### src/rtl/decode_rob_pkg.sv
// Shared widths and the commit-bus payload for the decode-stage reorder buffer.
package decode_rob_pkg;

  localparam int unsigned ROB_W     = 4;
  localparam int unsigned ROB_DEPTH = 1 << ROB_W;
  localparam int unsigned FID_W     = 8;
  localparam int unsigned DATA_W    = 32;
  localparam int unsigned REG_W     = 5;
  localparam int unsigned CNT_W     = ROB_W + 1;

  typedef struct packed {
    logic [REG_W-1:0]  addr;
    logic [FID_W-1:0]  fid;
    logic [DATA_W-1:0] data;
  } rob_commit_t;

endpackage

### src/rtl/decode_rob_ram.sv
// Result storage for the ROB: one synchronous write port (writeback) and three
// asynchronous read ports (rename operand A, operand B, commit head).
module decode_rob_ram
  import decode_rob_pkg::*;
(
  input  logic              clk,
  input  logic              we_i,
  input  logic [ROB_W-1:0]  waddr_i,
  input  logic [DATA_W-1:0] wdata_i,
  input  logic [ROB_W-1:0]  raddr_a_i,
  input  logic [ROB_W-1:0]  raddr_b_i,
  input  logic [ROB_W-1:0]  raddr_h_i,
  output logic [DATA_W-1:0] rdata_a_o,
  output logic [DATA_W-1:0] rdata_b_o,
  output logic [DATA_W-1:0] rdata_h_o
);

  logic [DATA_W-1:0] mem_q [ROB_DEPTH];

  // Contents are only observed through valid entries, so no reset is needed.
  always_ff @(posedge clk) begin
    if (we_i) begin
      mem_q[waddr_i] <= wdata_i;
    end
  end

  assign rdata_a_o = mem_q[raddr_a_i];
  assign rdata_b_o = mem_q[raddr_b_i];
  assign rdata_h_o = mem_q[raddr_h_i];

endmodule

### src/rtl/decode_rob.sv
// 16-entry in-order reorder buffer: allocates at rename, captures out-of-order
// writebacks, serves two operand read ports and retires the head onto the commit bus.
module decode_rob
  import decode_rob_pkg::*;
(
  input  logic              clk,
  input  logic              resetn,
  input  logic              snoop_hit,
  input  logic              bco_valid,
  input  logic              alloc_en,
  input  logic [FID_W-1:0]  alloc_fid,
  input  logic [REG_W-1:0]  alloc_dst,
  output logic              alloc_ready,
  output logic [ROB_W-1:0]  alloc_rob,
  input  logic [ROB_W-1:0]  rob_addra,
  output logic [DATA_W-1:0] rob_dina,
  output logic              rob_dina_ready,
  input  logic [ROB_W-1:0]  rob_addrb,
  output logic [DATA_W-1:0] rob_dinb,
  output logic              rob_dinb_ready,
  input  logic              wb_en,
  input  logic [ROB_W-1:0]  wb_rob,
  input  logic [DATA_W-1:0] wb_data,
  output logic              rob_cm_en,
  output logic [REG_W-1:0]  rob_cm_addr,
  output logic [FID_W-1:0]  rob_cm_fid,
  output logic [DATA_W-1:0] rob_cm_data
);

  localparam logic [CNT_W-1:0] FULL_CNT = CNT_W'(ROB_DEPTH);

  logic [ROB_DEPTH-1:0] valid_q, valid_d;
  logic [ROB_DEPTH-1:0] done_q, done_d;
  logic [FID_W-1:0]     fid_q [ROB_DEPTH];
  logic [FID_W-1:0]     fid_d [ROB_DEPTH];
  logic [REG_W-1:0]     dst_q [ROB_DEPTH];
  logic [REG_W-1:0]     dst_d [ROB_DEPTH];
  logic [ROB_W-1:0]     head_q, head_d;
  logic [ROB_W-1:0]     tail_q, tail_d;
  logic [CNT_W-1:0]     count_q, count_d;
  logic                 cm_en_q, cm_en_d;
  rob_commit_t          cm_q, cm_d;

  logic                 alloc_fire;
  logic                 wb_fire;
  logic                 commit_fire;
  logic                 byp_a, byp_b;
  logic [DATA_W-1:0]    ram_a, ram_b, ram_h;

  // A full ROB refuses allocation even when the head retires in the same cycle.
  assign alloc_ready = (count_q != FULL_CNT) & ~snoop_hit & ~bco_valid;
  assign alloc_rob   = tail_q;
  assign alloc_fire  = alloc_en & alloc_ready;
  assign wb_fire     = wb_en & valid_q[wb_rob] & ~bco_valid;
  assign commit_fire = valid_q[head_q] & done_q[head_q] & ~snoop_hit & ~bco_valid;

  decode_rob_ram u_ram (
    .clk       (clk),
    .we_i      (wb_fire),
    .waddr_i   (wb_rob),
    .wdata_i   (wb_data),
    .raddr_a_i (rob_addra),
    .raddr_b_i (rob_addrb),
    .raddr_h_i (head_q),
    .rdata_a_o (ram_a),
    .rdata_b_o (ram_b),
    .rdata_h_o (ram_h)
  );

  // Operand read ports with same-cycle writeback bypass; invalid entries read as zero.
  always_comb begin
    byp_a          = wb_en & (wb_rob == rob_addra) & valid_q[rob_addra];
    byp_b          = wb_en & (wb_rob == rob_addrb) & valid_q[rob_addrb];
    rob_dina_ready = valid_q[rob_addra] & (done_q[rob_addra] | byp_a);
    rob_dinb_ready = valid_q[rob_addrb] & (done_q[rob_addrb] | byp_b);
    rob_dina       = '0;
    rob_dinb       = '0;
    if (byp_a) begin
      rob_dina = wb_data;
    end else if (valid_q[rob_addra]) begin
      rob_dina = ram_a;
    end
    if (byp_b) begin
      rob_dinb = wb_data;
    end else if (valid_q[rob_addrb]) begin
      rob_dinb = ram_b;
    end
  end

  always_comb begin
    valid_d = valid_q;
    done_d  = done_q;
    fid_d   = fid_q;
    dst_d   = dst_q;
    head_d  = head_q;
    tail_d  = tail_q;
    count_d = count_q;
    cm_en_d = 1'b0;
    cm_d    = cm_q;
    if (bco_valid) begin
      // Flush discards every uncommitted entry; the tail collapses onto the head.
      valid_d = '0;
      tail_d  = head_q;
      count_d = '0;
    end else begin
      if (wb_fire) begin
        done_d[wb_rob] = 1'b1;
      end
      if (commit_fire) begin
        valid_d[head_q] = 1'b0;
        head_d          = head_q + ROB_W'(1);
        cm_en_d         = 1'b1;
        cm_d.addr       = dst_q[head_q];
        cm_d.fid        = fid_q[head_q];
        cm_d.data       = ram_h;
      end
      if (alloc_fire) begin
        valid_d[tail_q] = 1'b1;
        done_d[tail_q]  = 1'b0;
        fid_d[tail_q]   = alloc_fid;
        dst_d[tail_q]   = alloc_dst;
        tail_d          = tail_q + ROB_W'(1);
      end
      count_d = count_q + CNT_W'(alloc_fire) - CNT_W'(commit_fire);
    end
  end

  always_ff @(posedge clk or negedge resetn) begin
    if (!resetn) begin
      valid_q <= '0;
      done_q  <= '0;
      head_q  <= '0;
      tail_q  <= '0;
      count_q <= '0;
      cm_en_q <= 1'b0;
      cm_q    <= '0;
      for (int unsigned i = 0; i < ROB_DEPTH; i++) begin
        fid_q[i] <= '0;
        dst_q[i] <= '0;
      end
    end else begin
      valid_q <= valid_d;
      done_q  <= done_d;
      head_q  <= head_d;
      tail_q  <= tail_d;
      count_q <= count_d;
      cm_en_q <= cm_en_d;
      cm_q    <= cm_d;
      fid_q   <= fid_d;
      dst_q   <= dst_d;
    end
  end

  assign rob_cm_en   = cm_en_q;
  assign rob_cm_addr = cm_q.addr;
  assign rob_cm_fid  = cm_q.fid;
  assign rob_cm_data = cm_q.data;

endmodule

### config.mk
export PLATFORM = sky130hd
export DESIGN_NAME = decode_rob
export DESIGN_NICKNAME = d
export VERILOG_FILES = /design/src/rtl/decode_rob_pkg.sv /design/src/rtl/decode_rob_ram.sv /design/src/rtl/decode_rob.sv
export SDC_FILE = /design/constraint.sdc
export NUM_CORES = 1
export LEC_CHECK = 0
export BUFFER_PORTS_ARGS = -buffer_cell sky130_fd_sc_hd__buf_2
export CAP_MARGIN = 5
export CORE_AREA = 2 2 327 329
export CTS_CLUSTER_DIAMETER = 80
export DETAILED_ROUTE_END_ITERATION = 10
export DIE_AREA = 0 0 329 331
export PLACE_DENSITY = 0.52
export SETUP_SLACK_MARGIN = 0.5
export SLEW_MARGIN = 15
export SYNTH_ARGS = -nofsm -noshare
export SYNTH_HDL_FRONTEND = slang
export SYNTH_HIERARCHICAL = 1
export SYNTH_SLANG_ARGS = --single-unit
### constraint.sdc
create_clock -name clk -period 8.9 [get_ports clk]
set_input_delay 1.78 -clock clk [delete_from_list [all_inputs] [get_ports clk]]
set_output_delay 1.78 -clock clk [all_outputs]
set_load 0.005 [all_outputs]
Word-level counts from Yosys, hierarchy flattened
Memories as Yosys holds them, arrays and structs flattened. A register that Yosys moved wholly into a read port is not among the register bits.
Index checks and enable logic that the tools add are counted.

operators by class
  order comparisons = 11
  equal/unequal tests = 3
  multiplexer cells = 50
  bitwise gates (word level) = 26
  add/sub/neg operators = 4
  reductions and logical operators = 8

operator list
  operator               count
  $bwmux W128            1
  $mux W32               4
  $mux W16               7
  $bwmux W80             1
  $and A16 B16 Y16       2
  $bmux W8 S4            1
  $demux W8 S4           1
  $not A16 Y16           2
  $or A16 B16 Y16        2
  $bmux W1 S4            7
  $lt A4 B5 Y1 const B   5
  $mux W8                3
  $bmux W5 S4            1
  $demux W5 S4           1
  $mux W5                4
  $and A1 B1 Y1          14
  $mux W1                14
  $demux W1 S4           3
  $ge A4 B1 Y1 const B   3
  $ge A5 B5 Y1 const B   2
  $not A4 Y5             2
  $add A4 B1 Y4 const B  2
  $eq A4 B4 Y1           2
  $mux W4                2
  other kinds (10)       16

storage, ports and cells
  logic and storage cells = 143
  input bits = 63
  memories kept = 1
  RAM bits = 512
  register bits after elaboration = 267
  output and inout bits = 117

memory list
  name         depth  width  read ports  clocked after Yosys merged registers in  wr ports  line                  text
  u_ram.mem_q  16     32     3           1                                        1         decode_rob_ram.sv:18  logic [DATA_W-1:0] mem_q [ROB_DEPTH];

Logic depth before layout (Yosys ltp)
Gate-level depths: netlist (run 1).

  depth after elaboration = 11
  depth in mapped cells = 19
  gate-level depth less buffers = 15

Cells and area by module
Netlist (run 1), hierarchy kept.

by module, submodules not included
  module          cells each  seq. area each (sq um)  area an instance (sq um)  instances
  decode_rob_ram  1348        15374.7                 26633.0                   1
  decode_rob      1083        7482.2                  15179.6                   1

Least setup slack after synthesis (run 1)
OpenSTA, ideal clock, no wires.

  kind = in2reg
  from = input wb_rob[1]
  to = memory u_ram.mem_q[0][0], enable pin
  slack = 3.068 ns
  data arrival time = 5.371 ns
  cell stages on the path = 6
  library setup time = 0.461 ns
  cells stage by stage = clkbuf_1 mux4_2 mux4_2 and2_1 or3b_2 nor3_1

between the ends
  longest elaborated chain between the ends = 6

RTL lines
  what                           line                  text
  from (decl)                    decode_rob.sv:22      input logic [ROB_W-1:0] wb_rob,
  $bmux W1 S4                    decode_rob.sv:54      assign wb_fire = wb_en & valid_q[wb_rob] & ~bco_valid;
  $mux W1 (not written as such)  decode_rob.sv:54
  $and A1 B1 Y1 (2 in a row)     decode_rob.sv:54
  net wb_fire                    decode_rob.sv:45      logic wb_fire;
  $mux W1                        decode_rob_ram.sv:22  if (we_i) begin
  $mux W1 (not written as such)  decode_rob_ram.sv:23  mem_q[waddr_i] <= wdata_i;
  to (decl)                      decode_rob_ram.sv:18

The timed path passes the listed nets, and every way through them passes these cells. The select of a mux whose other input is x is not followed.

Worst setup path after layout (run 1)
  from = input rob_addra[1]
  to = output rob_dina[30]

between the ends
  elaborated cells on any way between the ends = 8
  classes of those cells = eq/ne: 1; mux: 4; bitwise: 2; memory: 1

RTL lines
  what             line              text
  from (decl)      decode_rob.sv:15  input logic [ROB_W-1:0] rob_addra,
  $mem_v2 Z16 W32  --
  net ram_a[30]    decode_rob.sv:48  logic [DATA_W-1:0] ram_a, ram_b, ram_h;
  $mux W32         decode_rob.sv:80  end else if (valid_q[rob_addra]) begin
  $mux W32         decode_rob.sv:78  if (byp_a) begin
  to (decl)        decode_rob.sv:16  output logic [DATA_W-1:0] rob_dina,

The timed path passes the listed nets, and every way through them passes these cells. The select of a mux whose other input is x is not followed.

==> results by group, run 1 <==
Worst setup path
  • Largest fanout on the critical path: 70
  • Crit. Startpoint: rob_addra[1]
  • CP Launch Type: input pin
  • WP data required: 7.12 ns
  • Crit. End Element: output port
  • Crit Path Category: input pin to output port
  • Worst r2r src: head_q[1]$_DFFE_PN0P_
  • Arrival @ worst endpoint: 4.94 ns

Power
  • Sequential cell fraction of total power: 47.7%
  • Switching pwr: 2.02 mW
  • PwrDens: 184 nW/um2
  • Switching portion of total power: 23.2%
  • Pwr Total: 8.69 mW
  • Pint: 6.67 mW
  • Maximum VDD drop: 0.150 mV
  • Clock power share: 43.6%
  • Leakage power: 17.2 nW
  • Gate power share: 8.7%

Synth
  • Largest cells by area after synthesis: edfxtp_1 (37%), mux4_2 (26%), dfrtp_1 (18%)
  • Post-synthesis simple-gate area fraction: 2.98%
  • Synth Register Bits: 811
  • Largest family of logic cells by synthesized area: multiplexers
  • Mapped Avg Cell Area: 17.2 um2
  • Post-synthesis instance total: 2431
  • Synthesized area: 41800 um2
  • Count of flip-flops with a built-in enable after synthesis: 512
  • Xor and xnor fraction of the mapped netlist area: 0.335%
  • Largest area contributor in the netlist: edfxtp_1
  • Mux cell area share after synthesis: 34.4%
  • Post-Synth Adder-Cell Area: 0.467%
  • Commonest cells in the netlist: edfxtp_1 (512), mux4_2 (476), dfrtp_1 (299)
  • Most frequent cell after synthesis: edfxtp_1
  • Syn nets: 2509
  • Ys flop type: edfxtp_1
  • Sequential area share after synthesis: 54.7%
  • Yosys warns: 6
  • Top cell type's share of synthesized area: 36.8%
  • Compound-Gate Fraction of Synth Area: 4.58%
  • Cell variety after synth: 52
  • FFs w/ async S/R, synth: 36.9%

Clocking
  • Post_cts resized: 0
  • Clk buf depth: 3
  • Setup Buffers After CTS: 0
  • Worst-skew pair later-pin latency: 0.67 ns
  • CTS Hold Bufs: 0
  • Root Driver: clkbuf_16
  • CTS tree: yes
  • Clock sink count: 811
  • H-Tree Depth: 3
  • CTS Buf Count: 94
  • Clk pin slew, worst setup/hold paths: 0.06 ns

Worst hold path
  • Type of the worst min-delay path: flip-flop to flip-flop
  • Hold Crit Start: rob_cm_data[4]$_DFFE_PN0P_

Detailed routing
  • Drt first-iter violations: 2695
  • Drt drc: 0
  • DR top layer: met5
  • Final ANT Viol Nets: 0
  • Met1 Wirelength: 50.7 mm
  • Vias: 25600
  • WL final: 131 mm
  • 1st-pass router iterations: 5
  • WL met3: 10.2 mm
  • Vias per inst: 6.35
  • Routed len/inst: 32.4 um
  • DR WL met2: 63.9 mm

GRT
  • Maximum number of pins on one net before global-route repair: 166
  • First-pass GRT wire length: 190 mm
  • Vias in the first global route: 27300
  • GRT Total Usage: 24.2%
  • Total grt overflow: 0
  • Antenna violations before repair: 15

Place
  • Pre-CTS setup slack: 2.15 ns
  • Input/output buffers: 179
  • Detailed Place HPWL: 71.9 mm
  • GP Congestion: 0.803
  • Inst Count DP: 3850

Cells and area
  • Fillers: 9103
  • Nets: 2634
  • Fraction of layout cells with a size suffix above 1: 42.7%
  • Synthesis-to-finish area growth: 13.2%
  • Finished Layout Cells: 4027

Timing
  • Post-layout min period: 6.72 ns
  • Max Clock Skew: 0.0262 ns
  • Max Slew Vio Count: 0
  • Hold Violations, Final: 0
  • Setup TNS: 0 ns
  • Slew HR: 20.1%
  • Worst-Margin Slew: 1.20 ns
  • Max Fclk: 149 MHz
  • Period Utilization, post-route: 75.5%
  • PnR worst setup slack: 2.18 ns
  • Hold Slack: 0.487 ns
  • Final Setup Violations: 0
  • RSZ-0062 raised after global routing: false

Floorplanning
  • Io pins: 180
  • Initial Utilization: 39.8%
  • Core area: 105000 um2
  • Die Wd: 329 um
  • Chip height: 331 um
  • Full die area: 109000 um2
  • Core Rows: 119

Run status
  • Status: complete, no violations

Job
  • Max cap viols: 0
registers in the layout, summed over array words and instances (netlist names):
name         cells
done_q          16
fid_q          128
u_ram/mem_q    512
rob_cm_addr      5
rob_cm_data     32
alloc_rob        4
valid_q         16
count_q          5
head_q           4
rob_cm_en        1
rob_cm_fid       8
dst_q           80
cell type report:
cell class              count  area [um2]  share of cell area, %
clock buffers             125        2530                   5.34
flip-flops and latches    811       22900                   48.3
inverters                  19        71.3                  0.151
multi-input cells        1386       18200                   38.4
repair buffers            244        1480                   3.14
clock inverters            47         457                  0.965
well taps                1391        1740                   3.68
diodes                      4        10.0                 0.0212
power groups by stage:
| stage | Sequential, mW | Clock, mW | Combinational [mW] |
|---|---|---|---|
| detailed placement | 4.22 | 0 | 0.762 |
| floorplan | 4.20 | 0 | 0.491 |
| global route | 4.15 | 4.02 | 0.813 |
| global placement | 4.21 | 0 | 0.749 |
| finish | 4.14 | 3.79 | 0.754 |
| CTS | 4.14 | 3.88 | 0.763 |
critical path, stage by stage:
cell and delay [ns]:
buf_6 0.63, buf_4 1.02, mux4_2 0.42, a22oi_1 0.19, nand2_1 0.08, mux2i_1 0.46
nor2_1 0.10, buf_2 0.15
final timing paths:
| check | end | slack (ns) | depth (start not counted) |
|---|---|---|---|
| max | rob_dina[30] | 2.18 | 8 |
| min | rob_cm_data[4]$_DFFE_PN0P_ | 0.49 | 1 |
| max reg2reg | count_q[4]$_DFF_PN0_ | 4.13 | 16 |
| min reg2reg | rob_cm_data[4]$_DFFE_PN0P_ | 0.49 | 1 |
| max in group asynchronous | rob_cm_data[17]$_DFFE_PN0P_ | 6.24 | 2 |
| min in group asynchronous | rob_cm_fid[3]$_DFFE_PN0P_ | 1.19 | 1 |
stage by stage:
stage	util, %	area [um2]
finish	45.1	47300
global route	45.1	47300
CTS	45.0	47300
detailed placement	42.2	44300
global placement	42.2	44300
floorplan	-	41800
layer usage:
metal	vias up	track usage (%)
li1	10300	-
met1	13700	31.3
met2	1177	40.1
met3	334	4.97
met4	24	9.68
met5	-	0
logic make-up (layout without fill, tap and decap cells):
group	Yosys count	after routing
AO/OA/AOI/OAI	261	261
XOR/XNOR	16	16
adder cells (fa/ha/maj)	15	15
buffers and inverters	234	435
flip-flops	811	811
multiplexers	809	809
other	0	4
AND/OR/NAND/NOR	285	285
placed cells by master (no fill, tap or decap), types with 5 or more instances in the layout:
cell       netlist  final
a21oi_1         31     31
a22oi_1        194    194
a31o_2           8      8
buf_2           48    174
buf_4           31     61
bufinv_16        0      8
clkbuf_1        99     25
clkbuf_16        0     94
clkbuf_8         0      6
clkinv_1         1     17
clkinv_2         0     13
dfrtp_1        299    297
edfxtp_1       512    512
ha_1            14     14
inv_1           17     17
inv_6            0      5
mux2_1          45     45
mux2_2         211    211
mux2i_1         77     77
mux4_2         476    476
nand2_1        109    109
nand2b_1         5      5
nand4_1          5      5
nor2_1         119     96
nor2_2           0      5
nor2_4           1     19
nor2b_1         15      5
nor2b_4          0      6
nor3_2           0      8
o2111ai_1        9      9
xnor2_1          6      6
xor2_1          10     10
Power figures use the tool's default switching activity.
==> inputs of run 2 (changes only) <==
==> constraint.sdc (replaced) <==
create_clock -name clk -period 6.39 [get_ports clk]
set_input_delay 1.278 -clock clk [delete_from_list [all_inputs] [get_ports clk]]
set_output_delay 1.278 -clock clk [all_outputs]
set_load 0.005 [all_outputs]
==> run 2 against run 1 <==
  * First-iteration DRC count fell by 12%
  * Utilization up 0.47 points
  * Non-clock buffer count is 14 higher
  * Clock power is 50% higher
  * Largest cell class unchanged
  * Register-to-register slack worse by 2.1 ns
  * Combinational power grew 41%
==> results by group, run 2 (synthesized netlist as in run 1, its figures left out) <==
Cells and area
  • Commonest non-fill, non-tap cells in the layout: edfxtp_1 (512), mux4_2 (476), dfrtp_1 (297)
  • Nets: 2649 (+0.57%)
  • Most flop-heavy register: u_ram/mem_q
  • Fraction of layout cells with a size suffix above 1: 43.8% (+1.1 points)
  • Finished Layout Cells: 4041 (+0.35%)
  • Commonest non-fill, non-tap cell in the layout: edfxtp_1
  • Max reg flops: 512 (unchanged)
  • Synthesis-to-finish area growth: 14.4%
  • Biggest regs: u_ram/mem_q: 512 flops, fid_q: 128 flops, dst_q: 80 flops

Power
  • Switching portion of total power: 22.7% (-0.50 points)
  • Clock power share: 45.5% (+1.9 points)
  • Gate power share: 8.5% (-0.2 points)
  • Switching pwr: 2.85 mW (+41%)
  • Leakage power: 17.5 nW (+1.5%)
  • Sequential cell fraction of total power: 46.1% (-1.6 points)
  • Maximum VDD drop: 0.216 mV (+44%)
  • PwrDens: 262 nW/um2 (+43%)
  • Pint: 9.69 mW (+45%)

Worst setup path
  • Arrival @ worst endpoint: 3.90 ns (-1.04 ns)
  • Crit. Startpoint: rob_addrb[0]
  • Crit Path Category: input pin to output port
  • Worst r2r src: head_q[0]$_DFFE_PN0P_
  • Flop2flop setup slack: 2.03 ns (-2.10 ns)
  • Crit. End Element: output port
  • CP Launch Type: input pin
  • WP data required: 5.11 ns (-2.01 ns)
  • Crit-path cells: buf_8 -> mux4_2 -> mux2_2 -> o21ai_4 -> buf_4 -> nor2_1 -> buf_2
  • Cell family with most CP delay: buffers and inverters
  • Largest fanout on the critical path: 36 (-49%)
  • CP Buf/Inv Count: 3 (unchanged)
  • CP peak stage delay: 0.79 ns (-0.23 ns)
  • CP max stage cell: o21ai_4

Run status
  • Status: complete, no violations

Clocking
  • CTS Buf Count: 95 (+1.1%)
  • Setup Buffers After CTS: 0 (unchanged)
  • Post_cts resized: 0 (unchanged)
  • Clk buf depth: 3 (unchanged)
  • H-Tree Depth: 3 (unchanged)
  • CTS Hold Bufs: 0 (unchanged)
  • Clk pin slew, worst setup/hold paths: 0.06 ns (about the same)
  • CTS tree: yes
  • Root Driver: clkbuf_16
  • Clock sink count: 811 (unchanged)
  • Worst-skew pair later-pin latency: 0.67 ns (about the same)

Detailed routing
  • Routed len/inst: 32.3 um (-0.19%)
  • 1st-pass router iterations: 5 (unchanged)
  • Vias per inst: 6.29 (-0.97%)
  • DR top layer: met5
  • WL met3: 9.28 mm (-9.2%)
  • Final ANT Viol Nets: 0 (unchanged)
  • WL final: 131 mm (+0.15%)
  • DR WL met2: 65.8 mm (+3.0%)
  • Drt first-iter violations: 2379 (-12%)
  • Vias: 25400 (-0.63%)
  • Drt drc: 0 (unchanged)
  • Met1 Wirelength: 51.3 mm (+1.0%)

GRT
  • Total grt overflow: 0 (unchanged)
  • Vias in the first global route: 27400 (+0.36%)
  • Antenna violations before repair: 15 (unchanged)
  • Maximum number of pins on one net before global-route repair: 171 (+3.0%)
  • GRT Total Usage: 24.2% (about the same)
  • First-pass GRT wire length: 190 mm (about the same)

Floorplanning
  • Core Rows: 119 (unchanged)
  • Full die area: 109000 um2 (unchanged)
  • Core area: 105000 um2 (unchanged)
  • Chip height: 331 um (unchanged)
  • Io pins: 180 (unchanged)
  • Die Wd: 329 um (unchanged)
  • Initial Utilization: 39.8% (unchanged)

Timing
  • Max Clock Skew: 0.0171 ns (-0.00911 ns)
  • Slew HR: 25.7% (+5.6 points)
  • Max Fclk: 193 MHz
  • Post-layout min period: 5.18 ns
  • RSZ-0062 raised after global routing: false
  • Worst-Margin Slew: 1.11 ns (-0.0847 ns)
  • PnR worst setup slack: 1.21 ns (-0.965 ns)
  • Period Utilization, post-route: 81.0%
  • Setup TNS: 0 ns (unchanged)
  • Max Slew Vio Count: 0 (unchanged)
  • Final Setup Violations: 0 (unchanged)
  • Hold Violations, Final: 0 (unchanged)

Place
  • Pre-CTS setup slack: 1.21 ns (-0.944 ns)
  • GP Congestion: 0.781 (-2.7%)
  • Input/output buffers: 179 (unchanged)
  • Inst Count DP: 3865 (+0.39%)
  • Detailed Place HPWL: 75.0 mm (+4.3%)

Worst hold path
  • Type of the worst min-delay path: flip-flop to flip-flop
  • Hold Crit Start: rob_cm_data[17]$_DFFE_PN0P_

Job
  • Max cap viols: 0 (unchanged)
[run 2: path summary, 6_finish.rpt]
path | end | depth (start not counted)
min in group asynchronous | fid_q[75]$_DFFE_PN0P_ | 1
worst max-delay path | rob_dinb[30] | 7
worst max register to register | rob_cm_data[1]$_DFFE_PN0P_ | 6
worst min-delay path | rob_cm_data[17]$_DFFE_PN0P_ | 1
max in group asynchronous | head_q[1]$_DFFE_PN0P_ | 2
worst min register to register | rob_cm_data[17]$_DFFE_PN0P_ | 1
[run 2: through the flow]
stage          hold WS [ns]  utilization (%)  area (um2)  power, mW
2_1_floorplan         0.475                -       41800       6.54
3_3_place_gp          0.469             42.4       44500       6.92
3_5_place_dp          0.475             42.4       44500       6.95
4_1_cts               0.489             45.6       47800       12.7
5_1_grt               0.505             45.6       47800       13.0
6_report              0.480             45.6       47800       12.5
[run 2: cell type report]
class	count	area, um2
Antenna cell	1	2.50
Clock buffer	136	2850
Clock inverter	39	473
Fill cell	9088	57200
Inverter	19	71.3
Multi-Input combinational cell	1386	18200
Sequential cell	811	22900
Tap cell	1391	1740
Timing Repair Buffer	258	1640
[run 2: power by group through the flow]
stage | logic [mW] | registers (mW) | clock network [mW]
6_report | 1.06 | 5.77 | 5.70
5_1_grt | 1.15 | 5.79 | 6.03
4_1_cts | 1.08 | 5.77 | 5.83
3_5_place_dp | 1.07 | 5.88 | 0
3_3_place_gp | 1.05 | 5.87 | 0
2_1_floorplan | 0.684 | 5.85 | 0
[run 2: layer usage]
layer	GRT usage, %	up-vias
met5	0	-
met4	7.76	26
li1	-	10300
met3	4.89	259
met1	31.1	13800
met2	41.5	996
[run 2: worst reg2reg max path, stage by stage (launching register included)]
cell and delay, ns:
dfrtp_4 1.02, buf_4 0.86, buf_4 0.99, mux4_2 0.62, a22oi_1 0.27, nand2_1 0.18, mux2_1 0.31
